--- config.mk ---
export PLATFORM = sky130hd
export DESIGN_NAME = toggle_handshake_tx
export DESIGN_NICKNAME = d
export VERILOG_FILES = /design/src/rtl/toggle_handshake_tx.sv
export SDC_FILE = /design/constraint.sdc
export NUM_CORES = 1
export LEC_CHECK = 0
export ABC_AREA = 1
export CAP_MARGIN = 20
export CORE_MARGIN = 3
export CORE_UTILIZATION = 46
export DETAILED_ROUTE_END_ITERATION = 8
export GPL_TIMING_DRIVEN = 0
export PLACE_DENSITY_LB_ADDON = 0.05
export RECOVER_POWER = 50
export SLEW_MARGIN = 20
export SYNTH_ARGS = -nofsm -noshare
export SYNTH_HDL_FRONTEND = slang
export SYNTH_SLANG_ARGS = --single-unit
export TNS_END_PERCENT = 5
--- constraint.sdc ---
create_clock -name clkA -period 1.24 [get_ports clkA]
set_input_delay 0.124 -clock clkA [delete_from_list [all_inputs] [get_ports clkA]]
set_output_delay 0.124 -clock clkA [all_outputs]
set_load 0.02 [all_outputs]
--- src/rtl/toggle_handshake_tx.sv ---
// toggle_handshake_tx: source side of a two-phase req/ack handshake carrying a WIDTH-bit word out of clkA
//
// Ports:
//   clkA            source-domain clock (the only clock)
//   rstA_n          asynchronous active-low reset
//   DataIn_clkA     word offered on the valid/ready interface
//   ValidIn_clkA    DataIn_clkA is valid
//   ReadyOut_clkA   a word can be accepted this cycle
//   DataOut_clkA    registered word held stable for the destination
//   ReqToggle_clkA  request level, flips once per word
//   AckToggle_clkB  acknowledge level from the destination (asynchronous)
//   Done_clkA       one-cycle pulse when a transfer completes
//   Timeout_clkA    one-cycle pulse when the acknowledge is overdue
module toggle_handshake_tx #(
   parameter int WIDTH   = 8,
   parameter int TIMEOUT = 1024
) (
   input  logic             clkA,
   input  logic             rstA_n,
   input  logic [WIDTH-1:0] DataIn_clkA,
   input  logic             ValidIn_clkA,
   output logic             ReadyOut_clkA,
   output logic [WIDTH-1:0] DataOut_clkA,
   output logic             ReqToggle_clkA,
   input  logic             AckToggle_clkB,
   output logic             Done_clkA,
   output logic             Timeout_clkA
);
   typedef enum logic [1:0] {IDLE, SETUP, WAIT_ACK} state_t;
   // Keep at least one counter bit so TIMEOUT=0 (disabled) still elaborates.
   localparam int CW = (TIMEOUT > 0) ? $clog2(TIMEOUT + 1) : 1;
   state_t        state;
   logic          ackS0, ackS1;
   logic [CW-1:0] toCnt;
   logic          ackMatch, toHit;
   // Levels equal means no request is outstanding; a spurious ack flip also lands here as a mismatch.
   assign ackMatch      = ackS1 == ReqToggle_clkA;
   assign ReadyOut_clkA = (state == IDLE) && ackMatch;
   // Fires on the edge that completes the TIMEOUT-th unmatched WAIT_ACK cycle; saturation makes it one-shot.
   assign toHit         = (TIMEOUT != 0) && (toCnt == CW'(TIMEOUT - 1));
   always_ff @(posedge clkA or negedge rstA_n) begin
      if (!rstA_n) begin
         state          <= IDLE;
         ackS0          <= 1'b0;
         ackS1          <= 1'b0;
         toCnt          <= '0;
         DataOut_clkA   <= '0;
         ReqToggle_clkA <= 1'b0;
         Done_clkA      <= 1'b0;
         Timeout_clkA   <= 1'b0;
      end else begin
         ackS0        <= AckToggle_clkB;
         ackS1        <= ackS0;
         Done_clkA    <= 1'b0;
         Timeout_clkA <= 1'b0;
         case (state)
            IDLE: if (ValidIn_clkA && ReadyOut_clkA) begin
               DataOut_clkA <= DataIn_clkA;
               state        <= SETUP;
            end
            // One cycle of settled data before the request level moves.
            SETUP: begin
               ReqToggle_clkA <= ~ReqToggle_clkA;
               toCnt          <= '0;
               state          <= WAIT_ACK;
            end
            // The transfer is never aborted on timeout; a late ack still completes it.
            WAIT_ACK: if (ackMatch) begin
               state     <= IDLE;
               Done_clkA <= 1'b1;
            end else begin
               if (toCnt != CW'(TIMEOUT)) toCnt <= toCnt + CW'(1);
               Timeout_clkA <= toHit;
            end
            default: state <= IDLE;
         endcase
      end
   end
endmodule

== Word level (Yosys, flattened, before mapping) ==
Index checks and enable logic that the tools add are counted.
Cells by class
  div/mod/pow operators: 0
  shift operators: 0
  bitwise logic cells: 1
  multipliers: 0
  order comparisons: 0
  reductions and logical operators: 7
  multiplexer cells: 10
  eq/ne operators: 9
  $add $sub $neg: 1
Operators by type and width (number)
  $mux 11: 2
  $pmux 11 s2: 1
  $add 11x1->11 const B: 1
  $eq 11x10->1 const B: 1
  $ne 11x11->1 const B: 1
  $ne 2x2->1 const B: 3
  $pmux 2 s3: 1
  $mux 1: 4
  $mux 2: 2
  $reduce_and 2->1: 2
  $reduce_and 3->1: 1
  $eq 2x1->1 const B: 1
  $eq 2x2->1 const B: 1
  $logic_and 1x1->1: 2
  $logic_not 2->1: 1
  $ne 2x1->1 const B: 1
  $reduce_bool 2->1: 1
  $eq 1x1->1: 1
  $not 1->1: 1
Word-level totals
  bits in latches: 0
  flip-flop bits (word level): 26
  memories kept: 0
  logic and storage cells: 36
  bits in read-only memories: 0
  input port bits: 12
  RAM bits: 0

== Longest topological paths before layout ==
  word-level depth: 5
  mapped depth: 11

== Worst setup path after synthesis ==
Ideal clock, no wire load.
  path type: register to register
  start: register ReqToggle_clkA
  end: register DataOut_clkA[0]
  required time: 1.175 ns
  library setup time: 0.065 ns
  data arrival time: 1.352 ns
  setup slack: -0.176 ns
  period minus slack after synthesis: 1.416 ns
  stages on the path, launching flop included: 9
  path through: dfrtp_1 inv_2 or2_1 nand2_2 nor3_4 nand2_2 inv_2 nand2_1 nand2_1
On the way
  word-level cells in the longest chain between the ends: 4
RTL lines
  from (decl): line 24  | output logic ReqToggle_clkA,
  from (signal assigned): line 63  | ReqToggle_clkA <= ~ReqToggle_clkA;
  $eq 1x1->1: line 37  | assign ackMatch = ackS1 == ReqToggle_clkA;
  $logic_and 1x1->1: line 38  | assign ReadyOut_clkA = (state == IDLE) && ackMatch;
  named net ReadyOut_clkA: line 22  | output logic ReadyOut_clkA,
  $logic_and 1x1->1: line 57  | IDLE: if (ValidIn_clkA && ReadyOut_clkA) begin
  $reduce_and 2->1 (no line)
  to (signal assigned): line 58  | DataOut_clkA <= DataIn_clkA;
  to (decl): line 23  | output logic [WIDTH-1:0] DataOut_clkA,
The timed path passes the listed nets, and every way through them passes these cells.
A chain may end at the register's enable or synchronous reset.

== Final worst setup path ==
  start: register toCnt[0]
  end: register toCnt[0]
On the way
  word-level cells in the longest chain between the ends: 4
  elaborated cells between the ends (all ways): 7
  those cells by class: add/sub (1); eq/ne (2); mux (3); reduce/logical (1)
RTL lines
  from (decl): line 34  | logic [CW-1:0] toCnt;
  from (signal assigned): line 72  | if (toCnt != CW'(TIMEOUT)) toCnt <= toCnt + CW'(1);
  $add 11x1->11: line 72
  $mux 11: line 72
  $mux 11: line 68  | WAIT_ACK: if (ackMatch) begin
  $pmux 11 s2: line 56  | case (state)
Several ways; a longest one is shown, not always the timed one. The select of a mux whose other input is x is not followed.

==> results.cfg <==
[logic_synthesis]
synth_nets = 190
synth.top_cell.area_share = 0.4793
post_synth_num_cell_types = 19
ys_seq_area_frac = 0.4793
netlist_area_mm2 = 0.001358
netlist_instances = 176
synth.avg_cell_area_um2 = 7.713
yosys.area.top_type = dfrtp_1
synth_seq_cells = 26
synth.area.top_cells = dfrtp_1 48%, nand2_1 20%, nand3_1 5.9%
ys_warn_count = 0

[worst_setup_path]
reg2reg_depth = 10
r2r-start = toCnt[0]$_DFFE_PN0P_
crit_path_start_kind = register
endpoint_kind = register
regToRegEndpoint = toCnt[0]$_DFFE_PN0P_
cp.required_ps = 1460
ff2ff_setup_slack_ps = -200
crit_arrival_ps = 1660
worstPathMaxFanout = 5
crit_type = register to register

[floorplan]
die_w_um = 60.33
fp.dieH_um = 60.33
fp-row-count = 19
ioPinCount = 24
core_mm2 = 0.002781
die_area_mm2 = 0.003639
start_util = 0.4881

[routing]
vias_per_cell = 5.050
postRouteAntennaNets = 0
drtIter0Drc = 45
drc = 0
wl_um = 3045
vias = 1207
wire_per_inst_um = 12.74
dr.pass1.iters = 4

[timing]
setup_viol = 21
max_freq_mhz = 693.5
final_hold_viol_count = 0
totalNegativeSetupSlack_ps = -2651
setup_slack_ps = -202.1
period_needed_ps = 1442
timing.final.max_slew_violations = 0
finClkSkew_ps = 5.053
holdWs_ps = 328.0
tightest_slew_ps = 649.2
min_period_over_period = 1.163
rsz0062_at_grt = true
slew_headroom = 0.5672

[pwr]
clock_power_share = 0.132
netSwitchingFraction = 0.4208
combPwrFrac = 0.497
switching_power_uw = 1333
p_int_uw = 1834
power_frac_seq = 0.371
cellPowerDensity_mw_per_mm2 = 1832
vdd_drop_max_uv = 1366
power.leakage_uw = 0.0008697
power_uw = 3167

[cts]
cts_tree = yes
cts_buffers = 3
cts.sinks = 26
clock_latency_ps = 310
root_buffer = clkbuf_4
path_clk_slew_ps = 140
clock_path_buffers = 2
htreeDepth = 1

[worst_hold_path]
holdCritStartpoint = DataIn_clkA[0]
min_to = DataOut_clkA[0]$_DFFE_PN0P_
min_path_type = input pin to register
holdPathStages = 3

[global_routing]
first_global_vias = 1118
antenna_found_initial = 0
use_met1 = 0.2339
grt_pass1_wl_um = 4995
grt_use_total = 0.1843
overflow = 0
top_usage_layer = met2
gr-usage-met2 = 0.3117
use_met3 = 0.04536
grt_max_degree = 27

[flow_run]
drv_cap = 0

[final_layout]
num-fill-cells = 267
antenna_cells = 0
multi_input_area_um2 = 659.4
drive_gt1_frac = 0.1731
final_util = 0.6217
area_growth_pct = 27.37
register_area_um2 = 651.9
fin_nets = 223

[status]
status = finished with violations
violations = setup timing

[placed_design]
portBuffers = 23
pre_cts_slack_ps = -276.4
gp_congestion = 0.8879
post-dp-hpwl_um = 2087
[placed cells by master, fill, tap and decap left out]
cell type / n
inv_1: 9
clkdlybuf4s50_1: 9
xor2_1: 2
nand3_1: 16
clkdlybuf4s15_1: 1
clkbuf_8: 1
nor2_1: 20
nor2_4: 2
nand2_4: 1
dfrtp_1: 25
buf_4: 3
nor2_8: 1
a21oi_1: 1
inv_2: 6
buf_6: 4
nand2_1: 72
clkbuf_4: 3
ha_2: 1
nor3_4: 1
nand3b_1: 1
dlygate4sd3_1: 2
or2_1: 1
o21ai_0: 3
nor2_2: 1
clkbuf_2: 1
ha_4: 1
nand2_2: 6
inv_4: 1
dfrtp_2: 1
nand2_8: 1
dlygate4sd2_1: 10
o21ai_2: 1
[area by class of cell]
| cell class | instances | share of cell area |
|---|---|---|
| well taps | 31 | 0.02243 |
| flip-flops and latches | 26 | 0.3770 |
| multi-input cells | 132 | 0.3813 |
| inverters | 16 | 0.03618 |
| plain buffers | 2 | 0.01302 |
| repair buffers | 28 | 0.1491 |
| clock buffers | 4 | 0.02098 |
[power groups by stage]
stage	registers, uW	logic, uW	clock network, uW
final	1180	1570	419
after global routing	1200	1730	483
after CTS	1170	1410	451
after global placement	1190	1450	0
after detailed placement	1200	1480	0
after floorplan	1380	731	0
[logic make-up (layout without fill, tap and decap cells)]
| group | count (synthesis) | count (layout) | share of synthesized area |
|---|---|---|---|
| AOI/OAI and AO/OA | 5 | 5 | 0.02119 |
| buffers and inverters | 18 | 50 | 0.06083 |
| adders and majority gates | 2 | 2 | 0.01843 |
| and+or+nand+nor | 123 | 123 | 0.4074 |
| DFF | 26 | 26 | 0.4793 |
| xor gates and xnor gates | 2 | 2 | 0.01291 |
[routing by layer]
metal,part of all wire,vias up
met2,0.48,33
met4,0.011,0
met3,0.056,4
met1,0.45,564
li1,-,606
met5,0,-
[sequential cells by signal, summed over array words and instances (netlist names)]
| signal | flops |
|---|---|
| Timeout_clkA | 1 |
| ackS0 | 1 |
| ackS1 | 1 |
| toCnt | 11 |
| ReqToggle_clkA | 1 |
| Done_clkA | 1 |
| state | 2 |
| DataOut_clkA | 8 |
[cells in the mapped netlist]
cell type,count
a21oi_1,1
buf_6,2
dfrtp_1,26
ha_1,2
inv_1,10
inv_2,6
nand2_1,74
nand2_2,5
nand2_8,1
nand3_1,16
nand3b_1,1
nor2_1,20
nor2_2,3
nor2_8,1
nor3_4,1
o21ai_0,3
o21ai_2,1
or2_1,1
xor2_1,2
[worst max-delay path by stage]
stage | cells past startpoint | endpoint | slack (ps) | startpoint
6_report | 10 | toCnt[0]$_DFFE_PN0P_ | -200 | toCnt[0]$_DFFE_PN0P_
5_1_grt | 11 | toCnt[4]$_DFFE_PN0P_ | -300 | toCnt[0]$_DFFE_PN0P_
4_1_cts | 11 | toCnt[1]$_DFFE_PN0P_ | -210 | toCnt[1]$_DFFE_PN0P_
3_5_place_dp | 5 | ReadyOut_clkA | -280 | ReqToggle_clkA$_DFFE_PN0P_
3_3_place_gp | 1 | toCnt[3]$_DFFE_PN0P_ | -300 | rstA_n
2_1_floorplan | 8 | DataOut_clkA[0]$_DFFE_PN0P_ | -180 | ReqToggle_clkA$_DFFE_PN0P_
[metrics by stage]
stage / cell area, um^2 / instances
3_5_place_dp: 1622 / 230
2_1_floorplan: 1358 / 176
3_3_place_gp: 1627 / 230
4_1_cts: 1674 / 236
5_1_grt: 1729 / 239
6_report: 1729 / 239
[worst max-delay path, stage by stage (launching register included)]
cell and delay, ps:
dfrtp_1 430, inv_2 110, ha_4 120, nand2_1 40, inv_1 50, nand2_1 50, o21ai_2 110, nand2_2 110
buf_4 180, nand3_1 80, nand2_1 60
[timing repair]
item	CTS	global route
setup endpoints to repair	33	24
endpoints found under the hold margin	26	0
resized for setup	21	12
setup buffers	1	1
hold buffers	1	0
cloned	0	2
pin swaps	0	6
No activity file was read; power rests on OpenSTA's default activity.
